--- config.mk ---
export PLATFORM = sky130hd
export DESIGN_NAME = fixed_point_addsub_pipe_flat
export DESIGN_NICKNAME = d
export VERILOG_FILES = /design/src/rtl/fft_fixed_pkg.sv /design/src/rtl/fixed_point_addsub_pipe_if.sv /design/src/rtl/sm_addsub_core.sv /design/src/rtl/fixed_point_addsub_pipe.sv /design/src/flat_wrapper.sv
export SDC_FILE = /design/constraint.sdc
export NUM_CORES = 1
export LEC_CHECK = 0
export BUFFER_PORTS_ARGS = -buffer_cell sky130_fd_sc_hd__buf_2
export CORE_MARGIN = 4
export CORE_UTILIZATION = 23
export CTS_CLUSTER_DIAMETER = 80
export DETAILED_ROUTE_END_ITERATION = 12
export REMOVE_ABC_BUFFERS = 1
export SLEW_MARGIN = 20
export SYNTH_ARGS = -nofsm -noshare
export SYNTH_HDL_FRONTEND = slang
export SYNTH_SLANG_ARGS = --single-unit
--- constraint.sdc ---
create_clock -name clk -period 7.77 [get_ports clk]
set_input_delay 0 -clock clk [delete_from_list [all_inputs] [get_ports clk]]
set_output_delay 0 -clock clk [all_outputs]
set_load 0.01 [all_outputs]
--- src/rtl/fft_fixed_pkg.sv ---
// Shared sign-magnitude field helpers and the stage-1 register layout
// for the fixed-point add/sub pipeline.
package fft_fixed_pkg;
  localparam int MAX_W  = 32;
  localparam int STAGES = 2;

  function automatic int SIGN_BIT(input int w);
    return w - 1;
  endfunction

  function automatic int MAG_W(input int w);
    return w - 1;
  endfunction

  // Magnitudes are stored at the widest legal size; upper bits stay zero.
  typedef struct packed {
    logic             sa;
    logic             sb;
    logic             a_ge;
    logic [MAX_W-2:0] mag_l;
    logic [MAX_W-2:0] mag_s;
  } s1_t;
endpackage

--- src/rtl/fixed_point_addsub_pipe_if.sv ---
// Operand/result handshake bundle for the fixed-point add/sub pipeline.
interface fixed_point_addsub_pipe_if #(parameter int WIDTH = 16);
  logic             in_valid;
  logic             in_ready;
  logic [WIDTH-1:0] a;
  logic [WIDTH-1:0] b;
  logic             sub;
  logic             out_valid;
  logic             out_ready;
  logic [WIDTH-1:0] c;
  logic             ovf;
  logic             ovf_sticky;
  logic             clr_ovf;

  modport master (
    output in_valid, a, b, sub, out_ready, clr_ovf,
    input  in_ready, out_valid, c, ovf, ovf_sticky
  );

  modport slave (
    input  in_valid, a, b, sub, out_ready, clr_ovf,
    output in_ready, out_valid, c, ovf, ovf_sticky
  );
endinterface

--- src/rtl/sm_addsub_core.sv ---
// Combinational sign-magnitude add/subtract on pre-ordered operands.
module sm_addsub_core
  import fft_fixed_pkg::*;
#(
  parameter int WIDTH    = 16,
  parameter bit SATURATE = 1
) (
  input  s1_t              s1,
  output logic [WIDTH-1:0] c,
  output logic             ovf
);
  localparam int MW = MAG_W(WIDTH);

  logic [MAX_W-1:0] sum, diff;
  logic [MW-1:0]    mag;
  logic             sgn;
  logic             unused_hi;

  assign sum       = {1'b0, s1.mag_l} + {1'b0, s1.mag_s};
  assign diff      = {1'b0, s1.mag_l} - {1'b0, s1.mag_s};
  assign unused_hi = ^{sum, diff};

  always_comb begin
    ovf = 1'b0;
    mag = '0;
    sgn = 1'b0;
    if (s1.sa == s1.sb) begin
      sgn = s1.sa;
      ovf = sum[MW];
      mag = (ovf && SATURATE) ? '1 : sum[MW-1:0];
    end else begin
      // mag_l >= mag_s by construction, so the difference never borrows
      sgn = s1.a_ge ? s1.sa : s1.sb;
      mag = diff[MW-1:0];
    end
  end

  // Zero magnitude is always emitted as +0
  assign c = {(|mag) & sgn, mag};
endmodule

--- src/rtl/fixed_point_addsub_pipe.sv ---
// Two-stage sign-magnitude adder/subtractor with valid/ready flow control
// and a sticky overflow flag.
module fixed_point_addsub_pipe
  import fft_fixed_pkg::*;
#(
  parameter int WIDTH    = 16,
  parameter bit SATURATE = 1
) (
  input logic                       clk,
  input logic                       n_rst,
  fixed_point_addsub_pipe_if.slave  bus
);
  localparam int MW = MAG_W(WIDTH);
  localparam int SB = SIGN_BIT(WIDTH);

  logic [STAGES:1]  vld_pipe;
  logic             en;
  logic             sa, sb, a_ge;
  logic [MW-1:0]    ma, mb;
  s1_t              s1_d, s1_q;
  logic [WIDTH-1:0] core_c, c_q;
  logic             core_ovf, ovf_q, sticky_q;

  assign en   = !vld_pipe[2] || bus.out_ready;
  assign sa   = bus.a[SB];
  assign sb   = bus.b[SB] ^ bus.sub;
  assign ma   = bus.a[MW-1:0];
  assign mb   = bus.b[MW-1:0];
  assign a_ge = ma >= mb;

  always_comb begin
    s1_d                = '0;
    s1_d.sa             = sa;
    s1_d.sb             = sb;
    s1_d.a_ge           = a_ge;
    s1_d.mag_l[MW-1:0]  = a_ge ? ma : mb;
    s1_d.mag_s[MW-1:0]  = a_ge ? mb : ma;
  end

  sm_addsub_core #(.WIDTH(WIDTH), .SATURATE(SATURATE)) u_core (
    .s1  (s1_q),
    .c   (core_c),
    .ovf (core_ovf)
  );

  always_ff @(posedge clk or negedge n_rst) begin
    if (!n_rst) begin
      vld_pipe <= '0;
      s1_q     <= '0;
      c_q      <= '0;
      ovf_q    <= 1'b0;
    end else if (en) begin
      vld_pipe <= {vld_pipe[1], bus.in_valid};
      s1_q     <= s1_d;
      // Bubbles land as zero so c/ovf never show stale data
      c_q      <= vld_pipe[1] ? core_c : '0;
      ovf_q    <= vld_pipe[1] & core_ovf;
    end
  end

  always_ff @(posedge clk or negedge n_rst) begin
    if (!n_rst)                               sticky_q <= 1'b0;
    else if (vld_pipe[2] && bus.out_ready && ovf_q) sticky_q <= 1'b1;
    else if (bus.clr_ovf)                     sticky_q <= 1'b0;
  end

  assign bus.in_ready   = en;
  assign bus.out_valid  = vld_pipe[2];
  assign bus.c          = c_q;
  assign bus.ovf        = ovf_q;
  assign bus.ovf_sticky = sticky_q;
endmodule

--- src/flat_wrapper.sv ---
// flat-port wrapper written by rule: the top's interface ports become plain ports
module fixed_point_addsub_pipe_flat import fft_fixed_pkg::*;
#(
  parameter int WIDTH    = 16,
  parameter bit SATURATE = 1
)
  (clk, n_rst, bus_in_valid, bus_a, bus_b, bus_sub, bus_out_ready, bus_clr_ovf, bus_in_ready, bus_out_valid, bus_c, bus_ovf, bus_ovf_sticky);
  fixed_point_addsub_pipe_if #(.WIDTH(WIDTH)) bus_i ();
  input logic clk;
  input logic n_rst;
  input wire logic [$bits(bus_i.in_valid)-1:0] bus_in_valid;
  input wire logic [$bits(bus_i.a)-1:0] bus_a;
  input wire logic [$bits(bus_i.b)-1:0] bus_b;
  input wire logic [$bits(bus_i.sub)-1:0] bus_sub;
  input wire logic [$bits(bus_i.out_ready)-1:0] bus_out_ready;
  input wire logic [$bits(bus_i.clr_ovf)-1:0] bus_clr_ovf;
  output wire logic [$bits(bus_i.in_ready)-1:0] bus_in_ready;
  output wire logic [$bits(bus_i.out_valid)-1:0] bus_out_valid;
  output wire logic [$bits(bus_i.c)-1:0] bus_c;
  output wire logic [$bits(bus_i.ovf)-1:0] bus_ovf;
  output wire logic [$bits(bus_i.ovf_sticky)-1:0] bus_ovf_sticky;
  assign bus_i.in_valid = bus_in_valid;
  assign bus_i.a = bus_a;
  assign bus_i.b = bus_b;
  assign bus_i.sub = bus_sub;
  assign bus_i.out_ready = bus_out_ready;
  assign bus_i.clr_ovf = bus_clr_ovf;
  assign bus_in_ready = bus_i.in_ready;
  assign bus_out_valid = bus_i.out_valid;
  assign bus_c = bus_i.c;
  assign bus_ovf = bus_i.ovf;
  assign bus_ovf_sticky = bus_i.ovf_sticky;
  fixed_point_addsub_pipe #(.WIDTH(WIDTH), .SATURATE(SATURATE)) u_core (.clk(clk), .n_rst(n_rst), .bus(bus_i));
endmodule
==> results of run 1 <==
[stage by stage]
stage               instances  cell area, µm²  setup slack (ns)  hold slack, ns  utilization
finish                    779            5110              4.84        -0.00351        0.283
global placement          753            4770              4.91           0.179        0.264
detailed placement        753            4770              4.86           0.176        0.264
floorplan                 461            4140              3.01          -0.296            -
global route              779            5110              4.53          0.0131        0.283
CTS                       779            5110              4.84         0.00106        0.283
[repair_timing]
action | 4_1_cts | 5_1_grt
buffers inserted | 0 | 0
endpoints found under the hold margin | 70 | 0
hold buffers | 18 | 0
[worst register-to-register path, cell delays in order, from the launching register on]
cell and delay [ns]:
dfrtp_1 0.38, inv_1 0.08, ha_1 0.17, inv_1 0.05, fa_1 0.42, a211oi_2 0.23, o31ai_1 0.12, a31o_2 0.29
a221oi_2 0.24, o21bai_1 0.11, o221ai_1 0.16, o21ai_1 0.13, nor4_2 0.28, a41oi_2 0.14
[final timing paths]
kind | cells past startpoint | to | from
min in group asynchronous | 3 | u_core.s1_q[45]$_DFFE_PN0P_ | n_rst
max reg2reg | 13 | u_core.bus.c[15]$_DFFE_PN0P_ | u_core.s1_q[31]$_DFFE_PN0P_
max | 13 | u_core.bus.c[15]$_DFFE_PN0P_ | u_core.s1_q[31]$_DFFE_PN0P_
min | 3 | u_core.bus.ovf_sticky$_DFFE_PN0P_ | bus_out_ready
min reg2reg | 2 | u_core.bus.c[8]$_DFFE_PN0P_ | u_core.bus.c[8]$_DFFE_PN0P_
max in group asynchronous | 3 | u_core.s1_q[3]$_DFFE_PN0P_ | n_rst
[cells by family (layout without fill, tap and decap cells)]
family,after synthesis,count (layout),synth area share
and+or+nand+nor,133,133,0.147
adders and majority gates,46,46,0.139
xor gates and xnor gates,10,10,0.0206
buffers and inverters,72,135,0.0666
AOI/OAI and AO/OA,154,154,0.269
DFF,53,53,0.312
muxes,19,19,0.0448
[cells in the final DEF, fill, tap and decap left out, drive strengths merged, types with 3 or more instances in the layout]
cell         Yosys  final
nand3           20     20
nor3             3      3
mux2i           19     19
xor2             3      3
a21o             7      7
nor2b            9      9
o221ai          19     19
buf             11     63
inv             46     46
a221oi           3      3
nand2           60     60
dfrtp           53     53
a211oi           7      7
or3              3      3
xnor2            7      7
nor2            24     24
a22o             3      3
ha              44     44
clkbuf          15      7
o22ai            4      4
o21bai           6      6
a21oi           14     14
o21ai           46     46
a31oi           10     10
o31ai            6      6
o21a             6      6
dlygate4sd3      0     18
[per-layer routing]
layer	global-route usage	vias to the layer above	share of wire
li1	-	1874	-
met1	0.153	1680	0.49
met2	0.168	75	0.44
met3	0.0230	14	0.054
met4	0.0278	4	0.015
met5	0	-	0.0031
[report_power, final]
part           switching (W)  leakage (nW)  total, W  internal, W
sequential         0.0000410         0.656  0.000382     0.000341
clock               0.000101        0.0799  0.000238     0.000137
combinational       0.000420          1.65  0.000700     0.000280
total               0.000562          2.38   0.00132     0.000758
[flip-flops by register name (all words and copies together), names as in the netlist]
name,cells
u_core.bus.ovf_sticky,1
u_core.bus.c,16
u_core.vld_pipe,2
u_core.s1_q,33
u_core.bus.ovf,1
[area by class of cell]
| type | count | share of cell area |
|---|---|---|
| sequential | 53 | 0.260 |
| multi-input combinational | 362 | 0.520 |
| clock buffer | 7 | 0.0299 |
| clock inverter | 1 | 0.000979 |
| timing repair buffer | 81 | 0.0999 |
| inverter | 46 | 0.0338 |
| tap | 229 | 0.0561 |
==> out/results.ini, run 1 <==
[synthesis]
yosysMostFrequentCell=nand2_1
netlist.area_leader.share=0.312
ys_types=68
synth_ff_type=dfrtp_1
synthTopCellsByCount=nand2_1, dfrtp_1, inv_1, ha_1, o21ai_0
async_reset_ff_frac=1.00
synth_area_leaders=dfrtp_1, ha_1, nand2_1
ys_warn_count=0
syn_inst=487
yosysSeqAreaShare=0.312
synth-seq-cells=53
yosysTopAreaCell=dfrtp_1
avgSynthCellArea_um2=8.72
syn_area_mm2=0.00425
synth_edf_count=0

[critical_path]
cp.required_ns=7.94
arrival_ns=3.10
crit_path_top_delay_cell=fa_1
critPathCaptureType=flip-flop
reg2reg_slack_ns=4.84
worst-path-max-fanout=4
cp_common_cell=inv_1
crit_chain=inv_1 -> ha_1 -> inv_1 -> fa_1 -> a211oi_2 -> o31ai_1 -> a31o_2 -> a221oi_2 -> o21bai_1 -> o221ai_1 -> o21ai_1 -> nor4_2 -> a41oi_2
crit_family=compound AO/OA/AOI/OAI gates
cp-start-kind=flip-flop
cpPeakStageDelay_ns=0.42
worstSetupPathType=flip-flop to flip-flop
critPathBufInv=2

[place]
port_buffers=57
gp_congestion=0.924
dp_hpwl_mm=8.75

[cells_and_area]
drive_gt1_frac=0.169
seq_area_mm2=0.00133
fill_cells=1888
finalNetCount=633
multi_input_area_mm2=0.00266
antenna_cells=0
area.growth.synth_to_final_pct=20.3

[global_route]
antenna_found_initial=2
grt_max_degree=62
grt_usage=0.108
grt.overflow.total=0
grt_pass1_vias=3651
grt_pass1_wl_mm=18.5

[routing]
routed-via-count=3647
ant_nets=0
wire_per_inst_um=14.1
wl_mm=11.0
routed_via_density=4.68
dr.first_iter.drc_count=227
drc=0
dr.pass1.iters=4

[clocking]
clockBufferDepth=2
cts_resized=0
cts_tree=done
numCtsBuffers=5
clkSlewWorstSetupHoldPaths_ns=0.07
root_buffer=clkbuf_16
clk_latency_ns=0.30
htreeDepth=2
clock-sinks=53

[run_status]
status=complete, but fails checks
violations=negative hold slack

[timing]
finClkSkew_ns=0.00563
period_share=0.378
setup-violations-final=0
finalHoldViolCount=1
tns_ns=0
slew_viol_final=0
slew_headroom=0.551
fmax_mhz=341
worst_hold_slack_ns=-0.00351
grt_setup_unrepaired=no
period_needed_ns=2.93
tightest_slew_ns=0.673

[power]
power_density_mw_per_mm2=258
p_total_w=0.00132
leakage_nw=2.38
ir_worst_vdd_uv=100

[floorplan]
start_util=0.235
fp.dieH_um=144
fp.dieW_um=144
coreArea_mm2=0.0181
io_pins=58
rows=49
die_area_mm2=0.0207

[run]
max_cap_violations=0

[min_path]
hp-class=primary input to flip-flop

No activity file was read; power rests on OpenSTA's default activity.
==> run 2, diff against run 1 <==
Clock period 7.77 ns to 2.88 ns, I/O delays scaled along.
==> run 2 against run 1 <==
  * The flow finishes with violations (negative setup slack)
  * Sequential power rose to 2.7 times the previous value
  * Die area unchanged
  * Critical path depth rose by 2
  * Utilization increased by 1.5 points
  * Clock power increased by 150%
  * Critical path type unchanged
  * Critical endpoint unchanged
  * Largest cell class unchanged
==> out/results.ini, run 2 (synthesis gave the netlist of run 1 again) <==
[floorplan]
die_area_mm2=0.0207
rows=49
io_pins=58
fp.dieH_um=144
start_util=0.235
fp.dieW_um=144
coreArea_mm2=0.0181

[timing]
worst_slack_ns=-0.00242
period_share=1.00
finalHoldViolCount=0
period_needed_ns=2.88
grt_setup_unrepaired=yes
setup-violations-final=1
tns_ns=-0.00242
tightest_slew_ns=0.677
fmax_mhz=347
slew_headroom=0.548
finClkSkew_ns=0.00517
slew_viol_final=0

[clocking]
clockBufferDepth=2
cts_tree=done
htreeDepth=2
root_buffer=clkbuf_16
clock-sinks=53
clkSlewWorstSetupHoldPaths_ns=0.07
clk_latency_ns=0.30
numCtsBuffers=5

[routing]
wl_mm=11.1
routed_via_density=4.67
wire_per_inst_um=13.8
drc=0
dr.pass1.iters=4
dr.first_iter.drc_count=182
ant_nets=0
routed-via-count=3763

[global_route]
grt_pass1_vias=3772
grt_pass1_wl_mm=18.8
use_met2=0.172
grt.overflow.total=0
grt_util_met1=0.151
grt_max_degree=40
top_usage_layer=met2
grt_usage=0.109
use_met3=0.0240
antenna_found_initial=2

[cells_and_area]
antenna_cells=0
largest-register=u_core.s1_q
largest_reg_flops=33
mostFrequentLayoutCells=nand2_1, buf_2, dfrtp_1
fin_area_mm2=0.00538
final_common_cell=nand2_1
area.growth.synth_to_final_pct=26.7
drive_gt1_frac=0.234
finalNetCount=660

[place]
dp_hpwl_mm=8.90
port_buffers=57
gp_congestion=0.890
post_dp_cell_area_mm2=0.00488

[power]
leakage_nw=2.51
p_total_w=0.00379
ir_worst_vdd_uv=263
power_density_mw_per_mm2=705

[run]
max_cap_violations=0

[critical_path]
r2r_cells=15
worstSetupPathType=flip-flop to flip-flop
critPathCaptureType=flip-flop
worst-path-max-fanout=4
reg2reg_slack_ns=-0.002
rr_endpoint=u_core.bus.c[15]$_DFFE_PN0P_
critPathCapture=u_core.bus.c[15]$_DFFE_PN0P_
critPathLaunch=u_core.s1_q[31]$_DFFE_PN0P_
cp-start-kind=flip-flop
rr_startpoint=u_core.s1_q[31]$_DFFE_PN0P_
cp.required_ns=3.10
arrival_ns=3.10

[run_status]
violations=negative setup slack
status=complete, but fails checks

[min_path]
hp-class=primary input to flip-flop

## run 2: per-layer routing
| layer | wire, µm | vias to the layer above |
|---|---|---|
| met2 | 4930 | 62 |
| met5 | 27 | - |
| met4 | 141 | 4 |
| li1 | - | 1938 |
| met1 | 5480 | 1746 |
| met3 | 522 | 13 |
## run 2: critical path, stage by stage, from the launching register on
cell      delay, ns
dfrtp_1        0.39
inv_2          0.08
ha_4           0.13
inv_2          0.04
fa_2           0.40
a211oi_2       0.22
buf_4          0.16
o31ai_4        0.05
a31o_2         0.30
a221oi_2       0.23
o21bai_1       0.13
buf_4          0.15
a22o_1         0.18
o21ai_2        0.15
nor4_2         0.06
a41oi_2        0.13
## run 2: metrics by stage
stage                util  hold WS [ns]  setup slack (ns)  std cells
floorplan               -        -0.296             -1.88        461
detailed placement  0.270        0.0664           -0.0449        766
finish              0.297       0.00340          -0.00242        806
global placement    0.270        0.0639            0.0424        766
CTS                 0.289       0.00470           0.00473        795
global route        0.297        0.0170            -0.217        806
## run 2: worst min path at each step
stage	startpoint	endpoint	cells after the start
2_1_floorplan	n_rst	u_core.bus.c[0]$_DFFE_PN0P_	0
3_3_place_gp	n_rst	u_core.s1_q[14]$_DFFE_PN0P_	1
3_5_place_dp	n_rst	u_core.s1_q[14]$_DFFE_PN0P_	1
4_1_cts	bus_b[15]	u_core.s1_q[63]$_DFFE_PN0P_	3
5_1_grt	bus_a[11]	u_core.s1_q[11]$_DFFE_PN0P_	3
6_report	bus_b[15]	u_core.s1_q[63]$_DFFE_PN0P_	3
## run 2: final cells by class
cell class	instances	area, µm²
clock buffers	6	129
clock inverters	2	10.0
fillers	1921	12700
inverters	46	173
multi-input cells	362	2730
flip-flops and latches	53	1330
well taps	229	287
repair buffers	108	728
## run 2: what timing repair did
action	CTS	global route
setup buffers	2	11
pin swaps	3	18
endpoints found under the hold margin	43	0
gates resized for setup	2	21
hold buffers	19	0
setup endpoints to repair	1	5
## run 2: power breakdown
group / switching [W] / internal (W) / leakage (nW)
registers: 0.000115 / 0.000921 / 0.655
logic: 0.00120 / 0.000964 / 1.78
clock network: 0.000270 / 0.000320 / 0.0706
==> run 3, diff against run 2 <==
Settings changed: RECOVER_POWER from default to 50.
==> run 3 against run 2 <==
  * The flow finishes with violations (max-capacitance violations, max-slew violations, negative setup slack)
  * Cell count unchanged
  * Sequential power about the same
  * Setup slack got worse by 0.0026 ns
  * First-iteration DRC count increased by 2.2%
  * Clock-buffer cell count unchanged
  * Total power decreased by 0.58%
  * Maximum frequency about the same
  * Critical path type unchanged
  * Largest cell class unchanged
==> out/results.ini, run 3 (synthesis gave the netlist of run 1 again) <==
[routing]
routed_via_density=4.67
dr.first_iter.drc_count=186
wl_met1_mm=5.50
ant_nets=0
wl_mm=11.1
routed-via-count=3764
dr.pass1.iters=4
drc=0
wire_per_inst_um=13.8
dr_wl_met2_mm=4.94
top_layer_used=met5
wl_met3_um=539

[timing]
setup-violations-final=1
period_share=1.00
period_needed_ns=2.88
finalHoldViolCount=0
finClkSkew_ns=0.00451
fmax_mhz=347
slew_headroom=-0.0576
grt_setup_unrepaired=yes
tightest_slew_ns=1.59
worst_slack_ns=-0.00499
slew_viol_final=28

[global_route]
grt_pass1_vias=3772
grt_pass1_wl_mm=18.8
grt_max_degree=40
grt_usage=0.109
grt.overflow.total=0
antenna_found_initial=2

[critical_path]
arrival_ns=3.10
worstSetupPathType=flip-flop to flip-flop
worst-path-max-fanout=4
critPathBufInv=4
crit_chain=inv_2 -> ha_4 -> inv_2 -> fa_2 -> a211oi_2 -> buf_4 -> o31ai_4 -> a31o_2 -> a221oi_2 -> o21bai_1 -> buf_4 -> a22o_1 -> o21ai_2 -> nor4_2 -> a41oi_2
cp-start-kind=flip-flop
crit_family=compound AO/OA/AOI/OAI gates
crit_path_top_delay_cell=fa_2
cpPeakStageDelay_ns=0.40
cp.required_ns=3.10
critPathCaptureType=flip-flop

[floorplan]
start_util=0.235
io_pins=58
fp.dieW_um=144
rows=49
coreArea_mm2=0.0181
die_area_mm2=0.0207
fp.dieH_um=144

[clocking]
clockBufferDepth=2
clock-sinks=53
clkSlewWorstSetupHoldPaths_ns=0.07
htreeDepth=2
root_buffer=clkbuf_16
numCtsBuffers=5
cts_tree=done
clk_latency_ns=0.30

[cells_and_area]
fin_area_mm2=0.00535
largest_reg_flops=33
largest-register=u_core.s1_q
area.growth.synth_to_final_pct=26.0
fill_cells=1932
seq_area_mm2=0.00133
finalNetCount=660
antenna_cells=0
mostFrequentLayoutCells=nand2_1, dfrtp_1, inv_1, ha_1, o21ai_0
drive_gt1_frac=0.199
multi_input_area_mm2=0.00273
final_common_cell=nand2_1
fin_cells=806

[power]
leakage_nw=2.44
ir_worst_vdd_uv=261
intPower_w=0.00218
switching_share=0.422
combPwrFrac=0.568
clkPwrFrac=0.156
power_density_mw_per_mm2=705
seqPwrFrac=0.276
p_total_w=0.00377
power_switching_w=0.00159

[run_status]
violations=max-capacitance violations, max-slew violations, negative setup slack
status=complete, but fails checks

[run]
max_cap_violations=1

[place]
post_dp_cell_area_mm2=0.00488
dp.cells=766
dp_hpwl_mm=8.90
port_buffers=57
pre_cts_ws_ns=-0.0449
gp_congestion=0.890

[min_path]
hp-class=primary input to flip-flop

==> run 3: cell type report <==
cell class	count	area share
Clock inverter	2	0.00187
Inverter	46	0.0323
Multi-Input combinational cell	362	0.509
Clock buffer	6	0.0241
Sequential cell	53	0.248
Timing Repair Buffer	108	0.131
Tap cell	229	0.0535
==> run 3: timing repair <==
action                                 in CTS  in global routing
setup endpoints to repair                   1                  5
setup buffers                               2                 11
gates resized for setup                     2                 21
pin swaps                                   3                 18
hold buffers                               19                  0
endpoints found under the hold margin      43                  0
==> run 3: worst paths after layout <==
kind / cells past startpoint / to / start / slack, ns
worst max-delay path: 15 / u_core.bus.c[15]$_DFFE_PN0P_ / u_core.s1_q[31]$_DFFE_PN0P_ / -0.005
worst min-delay path: 3 / u_core.s1_q[63]$_DFFE_PN0P_ / bus_b[15] / 0.003
worst max register to register: 15 / u_core.bus.c[15]$_DFFE_PN0P_ / u_core.s1_q[31]$_DFFE_PN0P_ / -0.005
worst min register to register: 2 / u_core.bus.c[8]$_DFFE_PN0P_ / u_core.bus.c[8]$_DFFE_PN0P_ / 0.48
max in group asynchronous: 3 / u_core.s1_q[32]$_DFFE_PN0P_ / n_rst / 0.81
min in group asynchronous: 2 / u_core.s1_q[45]$_DFFE_PN0P_ / n_rst / 0.64
==> run 3: worst register-to-register path, cell delays in order (launching register included) <==
cell	delay, ns
dfrtp_1	0.39
inv_2	0.08
ha_4	0.13
inv_2	0.04
fa_2	0.40
a211oi_2	0.22
buf_4	0.16
o31ai_4	0.05
a31o_2	0.30
a221oi_2	0.23
o21bai_1	0.13
buf_4	0.15
a22o_1	0.18
o21ai_2	0.15
nor4_2	0.06
a41oi_2	0.13
==> run 3: power by group through the flow <==
stage | combinational (W) | clock [W] | sequential (W)
after global placement | 0.00194 | 0 | 0.00104
after CTS | 0.00202 | 0.000608 | 0.00104
after floorplan | 0.00130 | 0 | 0.00108
final | 0.00214 | 0.000589 | 0.00104
after global routing | 0.00240 | 0.000636 | 0.00106
after detailed placement | 0.00194 | 0 | 0.00105
==> run 3: per-stage QoR <==
stage | utilization | setup TNS, ns | hold WS, ns
6_report | 0.296 | -0.00499 | 0.00314
5_1_grt | 0.296 | -0.294 | 0.0170
4_1_cts | 0.289 | 0 | 0.00470
3_5_place_dp | 0.270 | -0.0449 | 0.0664
3_3_place_gp | 0.270 | 0 | 0.0639
2_1_floorplan | - | -71.41 | -0.296
==> run 3: per-layer routing <==
layer,vias up,global-route usage
met1,1747,0.151
met4,4,0.0312
met3,13,0.0240
li1,1938,-
met5,-,0
met2,62,0.172
